===== config.mk =====
export PLATFORM = sky130hd
export DESIGN_NAME = cu_sample_packer
export DESIGN_NICKNAME = d
export VERILOG_FILES = /design/src/rtl/cu_sample_packer.sv
export SDC_FILE = /design/constraint.sdc
export NUM_CORES = 1
export LEC_CHECK = 0
export BUFFER_PORTS_ARGS = -buffer_cell sky130_fd_sc_hd__buf_2
export CORE_MARGIN = 5
export CORE_UTILIZATION = 56
export CTS_CLUSTER_DIAMETER = 200
export DETAILED_ROUTE_END_ITERATION = 16
export PLACE_DENSITY = 0.76
export SLEW_MARGIN = 10
export SYNTH_ARGS = -nofsm -noshare
export SYNTH_HDL_FRONTEND = slang
export SYNTH_SLANG_ARGS = --single-unit

===== constraint.sdc =====
create_clock -name clk -period 3.65 [get_ports clk]
set_input_delay 0.73 -clock clk [delete_from_list [all_inputs] [get_ports clk]]
set_output_delay 0.73 -clock clk [all_outputs]
set_load 0.005 [all_outputs]

===== src/rtl/cu_sample_packer.sv =====
// Frames buffered 16-bit samples as SYNC, SEQ, then MSB/LSB byte pairs on a valid/ack byte port.
// Define CU_PACK_CHKSUM_EN to append an XOR checksum byte after every frame.
module cu_sample_packer #(
  parameter int         DEPTH_LOG2 = 4,
  parameter int         FRAME_LEN  = 16,
  parameter logic [7:0] SYNC_BYTE  = 8'hA5
) (
  input  logic                clk,
  input  logic                reset,
  input  logic [15:0]         sample_in,
  input  logic                sample_rdy,
  output logic [7:0]          byte_out,
  output logic                byte_valid,
  input  logic                byte_ack,
  output logic [DEPTH_LOG2:0] fifo_count,
  output logic                fifo_full,
  output logic                overflow
);

  localparam int                  DEPTH       = 1 << DEPTH_LOG2;
  localparam logic [DEPTH_LOG2:0] FULL_CNT    = (DEPTH_LOG2+1)'(DEPTH);
  localparam logic [DEPTH_LOG2:0] ONE_CNT     = (DEPTH_LOG2+1)'(1);
  localparam logic [7:0]          FRAME_LEN_B = 8'(FRAME_LEN);

  typedef enum logic [2:0] {
    ST_IDLE = 3'd0,
    ST_SYNC = 3'd1,
    ST_SEQ  = 3'd2,
    ST_MSB  = 3'd3,
    ST_LSB  = 3'd4
`ifdef CU_PACK_CHKSUM_EN
    , ST_CHK = 3'd5
`endif
  } state_t;

  logic [15:0]           mem_q [DEPTH];
  logic [DEPTH_LOG2-1:0] wr_ptr_q;
  logic [DEPTH_LOG2-1:0] rd_ptr_q;
  logic [DEPTH_LOG2-1:0] rd_ptr_nxt;
  logic [DEPTH_LOG2:0]   count_q;
  logic [DEPTH_LOG2:0]   count_d;
  state_t                state_q;
  state_t                state_d;
  logic [7:0]            byte_q;
  logic [7:0]            byte_d;
  logic                  vld_q;
  logic                  vld_d;
  logic [7:0]            seq_q;
  logic [7:0]            seq_d;
  logic [7:0]            frm_q;
  logic [7:0]            frm_d;
  logic [7:0]            frm_inc;
  logic                  ovf_q;
  logic                  full;
  logic                  push;
  logic                  pop;
  logic                  ack;
  logic [15:0]           head;
  logic [15:0]           head_nxt;
`ifdef CU_PACK_CHKSUM_EN
  logic [7:0]            chk_q;
  logic [7:0]            chk_d;
`endif

  assign full       = (count_q == FULL_CNT);
  assign push       = sample_rdy && !full;
  assign ack        = vld_q && byte_ack;
  assign pop        = ack && (state_q == ST_LSB);
  assign count_d    = count_q + (DEPTH_LOG2+1)'(push) - (DEPTH_LOG2+1)'(pop);
  assign rd_ptr_nxt = rd_ptr_q + DEPTH_LOG2'(1);
  assign frm_inc    = frm_q + 8'd1;
  assign head       = mem_q[rd_ptr_q];
  // After popping the last stored word, the next head is the sample being written this edge.
  assign head_nxt   = (count_q == ONE_CNT) ? sample_in : mem_q[rd_ptr_nxt];

  always_comb begin
    state_d = state_q;
    byte_d  = byte_q;
    vld_d   = vld_q;
    seq_d   = seq_q;
    frm_d   = frm_q;
    case (state_q)
      ST_IDLE: begin
        if (count_q != '0) begin
          vld_d = 1'b1;
          if (frm_q == 8'd0) begin
            state_d = ST_SYNC;
            byte_d  = SYNC_BYTE;
          end else begin
            state_d = ST_MSB;
            byte_d  = head[15:8];
          end
        end
      end
      ST_SYNC: begin
        if (ack) begin
          state_d = ST_SEQ;
          byte_d  = seq_q;
        end
      end
      ST_SEQ: begin
        if (ack) begin
          seq_d   = seq_q + 8'd1;
          state_d = ST_MSB;
          byte_d  = head[15:8];
        end
      end
      ST_MSB: begin
        if (ack) begin
          state_d = ST_LSB;
          byte_d  = head[7:0];
        end
      end
      ST_LSB: begin
        if (ack) begin
          if (frm_inc == FRAME_LEN_B) begin
            frm_d = 8'd0;
`ifdef CU_PACK_CHKSUM_EN
            state_d = ST_CHK;
            byte_d  = chk_q ^ byte_q;
`else
            state_d = ST_IDLE;
            vld_d   = 1'b0;
`endif
          end else begin
            frm_d = frm_inc;
            if (count_d != '0) begin
              state_d = ST_MSB;
              byte_d  = head_nxt[15:8];
            end else begin
              state_d = ST_IDLE;
              vld_d   = 1'b0;
            end
          end
        end
      end
`ifdef CU_PACK_CHKSUM_EN
      ST_CHK: begin
        if (ack) begin
          state_d = ST_IDLE;
          vld_d   = 1'b0;
        end
      end
`endif
      default: begin
        state_d = ST_IDLE;
        vld_d   = 1'b0;
      end
    endcase
  end

`ifdef CU_PACK_CHKSUM_EN
  // Running XOR over SEQ and sample bytes, restarted whenever a new frame opens.
  always_comb begin
    chk_d = chk_q;
    if (state_q == ST_IDLE && state_d == ST_SYNC) begin
      chk_d = 8'h00;
    end else if (ack && (state_q == ST_SEQ || state_q == ST_MSB || state_q == ST_LSB)) begin
      chk_d = chk_q ^ byte_q;
    end
  end

  always_ff @(posedge clk) begin
    if (reset) begin
      chk_q <= 8'h00;
    end else begin
      chk_q <= chk_d;
    end
  end
`endif

  always_ff @(posedge clk) begin
    if (reset) begin
      wr_ptr_q <= '0;
      rd_ptr_q <= '0;
      count_q  <= '0;
      state_q  <= ST_IDLE;
      byte_q   <= 8'h00;
      vld_q    <= 1'b0;
      seq_q    <= 8'h00;
      frm_q    <= 8'h00;
      ovf_q    <= 1'b0;
    end else begin
      if (push) begin
        wr_ptr_q <= wr_ptr_q + DEPTH_LOG2'(1);
      end
      if (pop) begin
        rd_ptr_q <= rd_ptr_nxt;
      end
      count_q <= count_d;
      state_q <= state_d;
      byte_q  <= byte_d;
      vld_q   <= vld_d;
      seq_q   <= seq_d;
      frm_q   <= frm_d;
      ovf_q   <= ovf_q | (sample_rdy & full);
    end
  end

  always_ff @(posedge clk) begin
    if (push) begin
      mem_q[wr_ptr_q] <= sample_in;
    end
  end

  assign byte_out   = byte_q;
  assign byte_valid = vld_q;
  assign fifo_count = count_q;
  assign fifo_full  = full;
  assign overflow   = ovf_q;

endmodule


Word level (Yosys, flattened, before mapping). Memories as Yosys holds them, arrays and structs flattened. A register that Yosys moved wholly into a read port is not among the register bits. Cells that the tools add are included.

Reduce and logical (&&, ||, !) cells: 15. Bitwise gates (word level): 3. Muxes and demuxes: 29. $add $sub $neg: 6. Equal/unequal tests: 15.

Operators by type and width (number): two-way mux 8 bit (9); case mux 8 bit (5 select lines) (1); adder 8 x 1 -> 8 bit (second input constant) (2); two-way mux 16 bit (1); two-way mux 3 bit (5); case mux 3 bit (5 select lines) (1); nonzero test 5 bit (3); != test 2 bit (second input constant) (6); adder 4 x 1 -> 4 bit (second input constant) (2); == test 8 x 5 -> 1 bit (second input constant) (1); zero test 8 bit (1); two-way mux 4 bit (2); AND reduction 8 bit (1); == test 3 x 2 -> 1 bit (second input constant) (2); two-way mux 1 bit (6); two-way mux 2 bit (3); adder 5 x 1 -> 5 bit (1); == test 5 x 1 -> 1 bit (second input constant) (1); == test 5 bit (second input constant) (1); AND reduction 5 bit (1); subtractor 5 x 1 -> 5 bit (1); AND reduction 2 bit (2); AND reduction 4 bit (1); == test 3 x 1 -> 1 bit (second input constant) (1); other kinds (11) (13).

Logic and storage cells: 78. Input port bits: 20. Memories kept: 1. Memory bits (writable): 256. Output and inout bits: 16. Register bits after elaboration: 42.

Memories: mem_q (words 16, width 16, read ports 2, clocked after Yosys merged registers in 1, wr ports 1, RTL line 36) `logic [15:0] mem_q [DEPTH];`.

Depth between registers and ports, before layout.
Word-level depth: 10. Gate-level depth with buffers: 17.

Worst setup path after synthesis. OpenSTA, ideal clock, no wires.

Kind: flip-flop to flip-flop. From: register count_q[2], in the netlist fifo_count[2]. To: register byte_q[1], in the netlist byte_out[1]. Period minus slack after synthesis: 3577 ps. Path buffers: 2. Setup time: 91 ps. Stages on the path, launching flop included: 18. Data arrival time: 3486 ps. Setup slack: 73 ps. Required time: 3559 ps. Cells stage by stage: dfxtp_1 > inv_1 > ha_1 > nor4bb_1 > nor2b_1 > clkbuf_1 > inv_1 > ha_1 > inv_1 > ha_1 > fa_1 > a21oi_1 > o21bai_1 > xnor2_1 > a311oi_4 > or2_1 > buf_4 > a311oi_1.

Longest elaborated chain between the ends: 8. Elaborated cells between the ends (all ways): 16. Those cells by class: 2 x add/sub; 4 x eq/ne; 5 x mux; 5 x reduce/logical.

Ends and longest elaborated chain: start, declared (RTL line 40) `logic [DEPTH_LOG2:0] count_q;`; start signal, assigned (RTL line 190) `count_q <= count_d;`; == test 5 bit (RTL line 65) `assign full = (count_q == FULL_CNT);`; named net fifo_full (RTL line 16) `output logic fifo_full,`; zero test 1 bit (RTL line 66) `assign push = sample_rdy && !full;`; logical AND 1 bit (RTL line 66); adder 5 x 1 -> 5 bit (RTL line 69) `assign count_d = count_q + (DEPTH_LOG2+1)'(push) - (DEPTH_LOG2+1)'(pop);`; subtractor 5 x 1 -> 5 bit (RTL line 69); nonzero test 5 bit (RTL line 127) `if (count_d != '0) begin`; != test 2 x 1 -> 1 bit (no line); AND reduction 8 bit (no line); end signal, assigned (RTL line 192) `byte_q <= byte_d;`; end, declared (RTL line 44) `logic [7:0] byte_q;`.

The timed path passes the listed nets, and every way through them passes these cells. The select of a mux whose other input is x is not followed. A chain may end at the register's enable or synchronous reset.

Final worst setup path.
From: register count_q[3], in the netlist fifo_count[3]. To: register byte_q[0], in the netlist byte_out[0].

Longest elaborated chain between the ends: 8. Elaborated cells between the ends (all ways): 16. Those cells by class: 2 x add/sub; 4 x eq/ne; 5 x mux; 5 x reduce/logical.

Ends and longest elaborated chain (RTL line): == test 5 bit (65); zero test 1 bit (66); logical AND 1 bit (66); adder 5 x 1 -> 5 bit (69); subtractor 5 x 1 -> 5 bit (69); nonzero test 5 bit (127); != test 2 x 1 -> 1 bit (no line); AND reduction 8 bit (no line).

Several ways; a longest one is shown, not always the timed one. The select of a mux whose other input is x is not followed.

==> out/metrics.cfg <==
[clocking]
clockBufferDepth=3
cts.sinks=302
clk_pin_slew_worst_paths_ns=0.06
cts_root_buf=clkbuf_16
clk_latency_ns=0.54
numCtsBuffers=30
cts_tree=built
h-tree-depth=1

[logic_synthesis]
async_reset_ff_share_pct=0
syn_inst=846
yosysUniqueCellTypes=61
synth_edf_count=256
synthesis.area_sq_um=13430
syn_nets=881
syn_area_per_cell_sq_um=15.88
ys_ff_latch=302
synth-main-ff-cell=edfxtp_1
ys_warn_count=0
ys_seq_area_share_pct=64.08

[finish]
fin_nets=940
seq_area_sq_um=8613
fillerInstances=1688
antenna_cells=0
drive_above_1_share_pct=24.38
multi_input_area_sq_um=4604
area_delta_synth_final_pct=12.48
finish.instance_area_sq_um=15110

[hold_path]
hold_path.class=in2reg

[detailed_routing]
drc=0
via_per_inst=6.304
totalWireLength_microns=30810
dr_wl_met2_microns=14890
final_antenna_net_count=0
drt-met1-wl_microns=11760
avgRoutedWirePerCell_microns=24.73
drt_iter0_drc=792
num_vias=7855
top_layer=met4
drt_first_pass_iters=5
wl_met3_microns=3245

[sta]
tightestPinTransition_ns=0.8686
setup_tns_ns=0
finalMaxSlewViolations=0
setup_violations=0
final-hold-violation-count=0
min_period_ns=3.363
relSlewSlack_pct=41.88
fmax_ghz=0.2974
clock_skew_ns=0.01008
post-route-period-util_pct=92.13
rsz0062_at_grt=no

[worst_setup_path]
reg2reg_slack_ns=0.29
critical_path.max_fanout=8
critPathRequiredTime_ns=4.09
r2r-end=byte_out[0]
crit_path_end=byte_out[0]
cp_slowest_stage_delay_ns=0.38
critPathCaptureType=flop
crit_start=fifo_count[3]
crit_path_cell_trace=inv_1 > ha_1 > nor4bb_2 > nor2b_1 > inv_1 > ha_1 > inv_1 > ha_1 > fa_2 > a21oi_1 > o21bai_1 > xnor2_2 > a311oi_4 > buf_6 > nor3_1 > a311oi_1
slowest_stage=fa_2
cp-start-kind=flop
rr_worst_depth=16
rr_startpoint=fifo_count[3]
cp_data_arrival_time_ns=3.80
critPathKind=reg2reg

[floorplan]
boundaryPins=36
die_w_microns=164.9
core_region_area_sq_um=23540
die_h_microns=164.9
rows=56
die-area_sq_um=27190
start_util_pct=57.06

[global_route]
antenna_found_initial=0
grt-ovfl-total=0
grt_pass1_wl_microns=46680
grt_pass1_vias=7822
track_usage_pct=23.13
grt_start_max_net_pins=44

[pwr]
clkPwrFrac_pct=34.9
p_per_area_nw_per_um2=551.7
p_sw_share_pct=25.81
seqPwrFrac_pct=48.0
vdd_drop_max_mv=0.4964
pwr-share-comb_pct=17.2
p_leak_uw=0.004724
power.switching_uw=2152
intPower_uw=6184

[placement]
port_buffers=35
gp_congestion=0.9124
postPlaceCellArea_sq_um=14140
dp_hpwl_microns=19820

[run]
drv_cap=0

[outcome]
status=finished, final reports clean

==> kinds of logic after synthesis <==
family	synth area share [%]
AND/OR/NAND/NOR	7.563
AO/OA/AOI/OAI	5.533
flip-flops	64.08
buffers and inverters	2.254
XOR/XNOR	1.490
multiplexers	17.62
adder cells (fa/ha/maj)	1.453
==> Yosys cell counts, types with 5 or more instances <==
cell type,count,area share [%]
nor3_1,17,0.63
nand3_1,29,1.1
dfxtp_1,46,6.9
mux4_2,74,12
edfxtp_1,256,57
or3_1,5,0.23
clkbuf_1,21,0.59
xnor2_1,8,0.52
o21ai_0,12,0.45
o22ai_1,5,0.23
inv_1,14,0.39
nand2b_1,10,0.47
a311oi_1,7,0.46
buf_2,14,0.52
nor2b_1,15,0.70
a22oi_1,31,1.7
ha_1,14,1.3
mux2i_1,70,5.2
a21oi_1,22,0.82
buf_4,10,0.56
nand2_1,39,1.1
xor2_1,13,0.85
nor2_1,48,1.3
==> stage by stage <==
step | hold WS [ns] | setup slack [ns] | utilization, % | cells | total power, uW
finish | 0.4328 | 0.2873 | 64.18 | 1246 | 8335
CTS | 0.4116 | 0.01449 | 64.00 | 1245 | 8290
detailed placement | 0.4669 | 0.02798 | 60.08 | 1191 | 5404
floorplan | 0.4581 | 0.07289 | - | 846 | 4996
global placement | 0.4657 | 0.2037 | 60.08 | 1191 | 5358
global route | 0.4303 | 0.04659 | 64.18 | 1246 | 8667
==> power by group through the flow <==
stage / registers, uW / logic, uW / clock network, uW
CTS: 4000 / 1340 / 2950
finish: 4000 / 1430 / 2910
detailed placement: 4070 / 1340 / 0
global route: 4010 / 1560 / 3090
floorplan: 4060 / 938 / 0
global placement: 4060 / 1300 / 0
==> state kept, by name (all words and copies together), names as in the netlist, named ones only <==
name	flops
mem_q	256
byte_out	8
frm_q	8
seq_q	8
fifo_count	5
rd_ptr_q	4
wr_ptr_q	4
state_q	3
byte_valid	1
overflow	1
==> area by class of cell <==
class / instances / area share (%)
Clock buffer: 39 / 5.333
Clock inverter: 15 / 0.7867
Inverter: 15 / 0.3726
Multi-Input combinational cell: 480 / 30.47
Sequential cell: 302 / 57.01
Tap cell: 319 / 2.642
Timing Repair Buffer: 76 / 3.387
==> placed cells by master (no fill, tap or decap), drive strengths merged, types with 4 or more instances in the layout <==
cell type / Yosys / routed
edfxtp: 256 / 256
buf: 28 / 76
mux4: 74 / 74
mux2i: 70 / 70
nor2: 49 / 49
dfxtp: 46 / 46
nand2: 39 / 39
clkbuf: 21 / 39
a22oi: 31 / 31
nand3: 30 / 30
a21oi: 22 / 22
nor3: 17 / 17
nor2b: 15 / 15
inv: 15 / 15
xor2: 14 / 14
ha: 14 / 14
clkinv: 0 / 13
o21ai: 12 / 12
nand2b: 10 / 10
a311oi: 10 / 10
xnor2: 8 / 8
or3: 5 / 5
o22ai: 5 / 5
nand4: 5 / 5
nand3b: 4 / 4
nor4: 4 / 4
o2111ai: 4 / 4
and3: 4 / 4
o211ai: 4 / 4
==> worst min path at each step <==
stage / start / to / slack [ns] / cells after the start
after global placement: overflow / overflow / 0.47 / 2
final: sample_rdy / overflow / 0.43 / 3
after floorplan: seq_q[7] / seq_q[7] / 0.46 / 2
after CTS: sample_rdy / overflow / 0.41 / 3
after global routing: sample_rdy / overflow / 0.43 / 3
after detailed placement: overflow / overflow / 0.47 / 2
==> layer usage <==
layer,GRT usage [%],vias to the layer above
li1,-,3482
met1,31.43,3923
met2,37.68,391
met3,5.291,59
met4,6.654,0
met5,1.894,-
==> timing repair <==
| item | 4_1_cts | 5_1_grt |
|---|---|---|
| endpoints found under the setup margin | 0 | 9 |
| hold buffers | 0 | 0 |
| buffers inserted | 0 | 1 |
| gates resized for setup | 0 | 7 |
==> critical path, delay by kind of cell, from the launching register on <==
family                   cells  cell delay (ns)
buffers and inverters        4             0.35
adder cells (fa/ha/maj)      4             1.07
AND/OR/NAND/NOR              3             0.43
AO/OA/AOI/OAI                4             0.86
flip-flops                   1             0.36
XOR/XNOR                     1             0.19
Note: power is estimated with default switching activity, not from simulation.
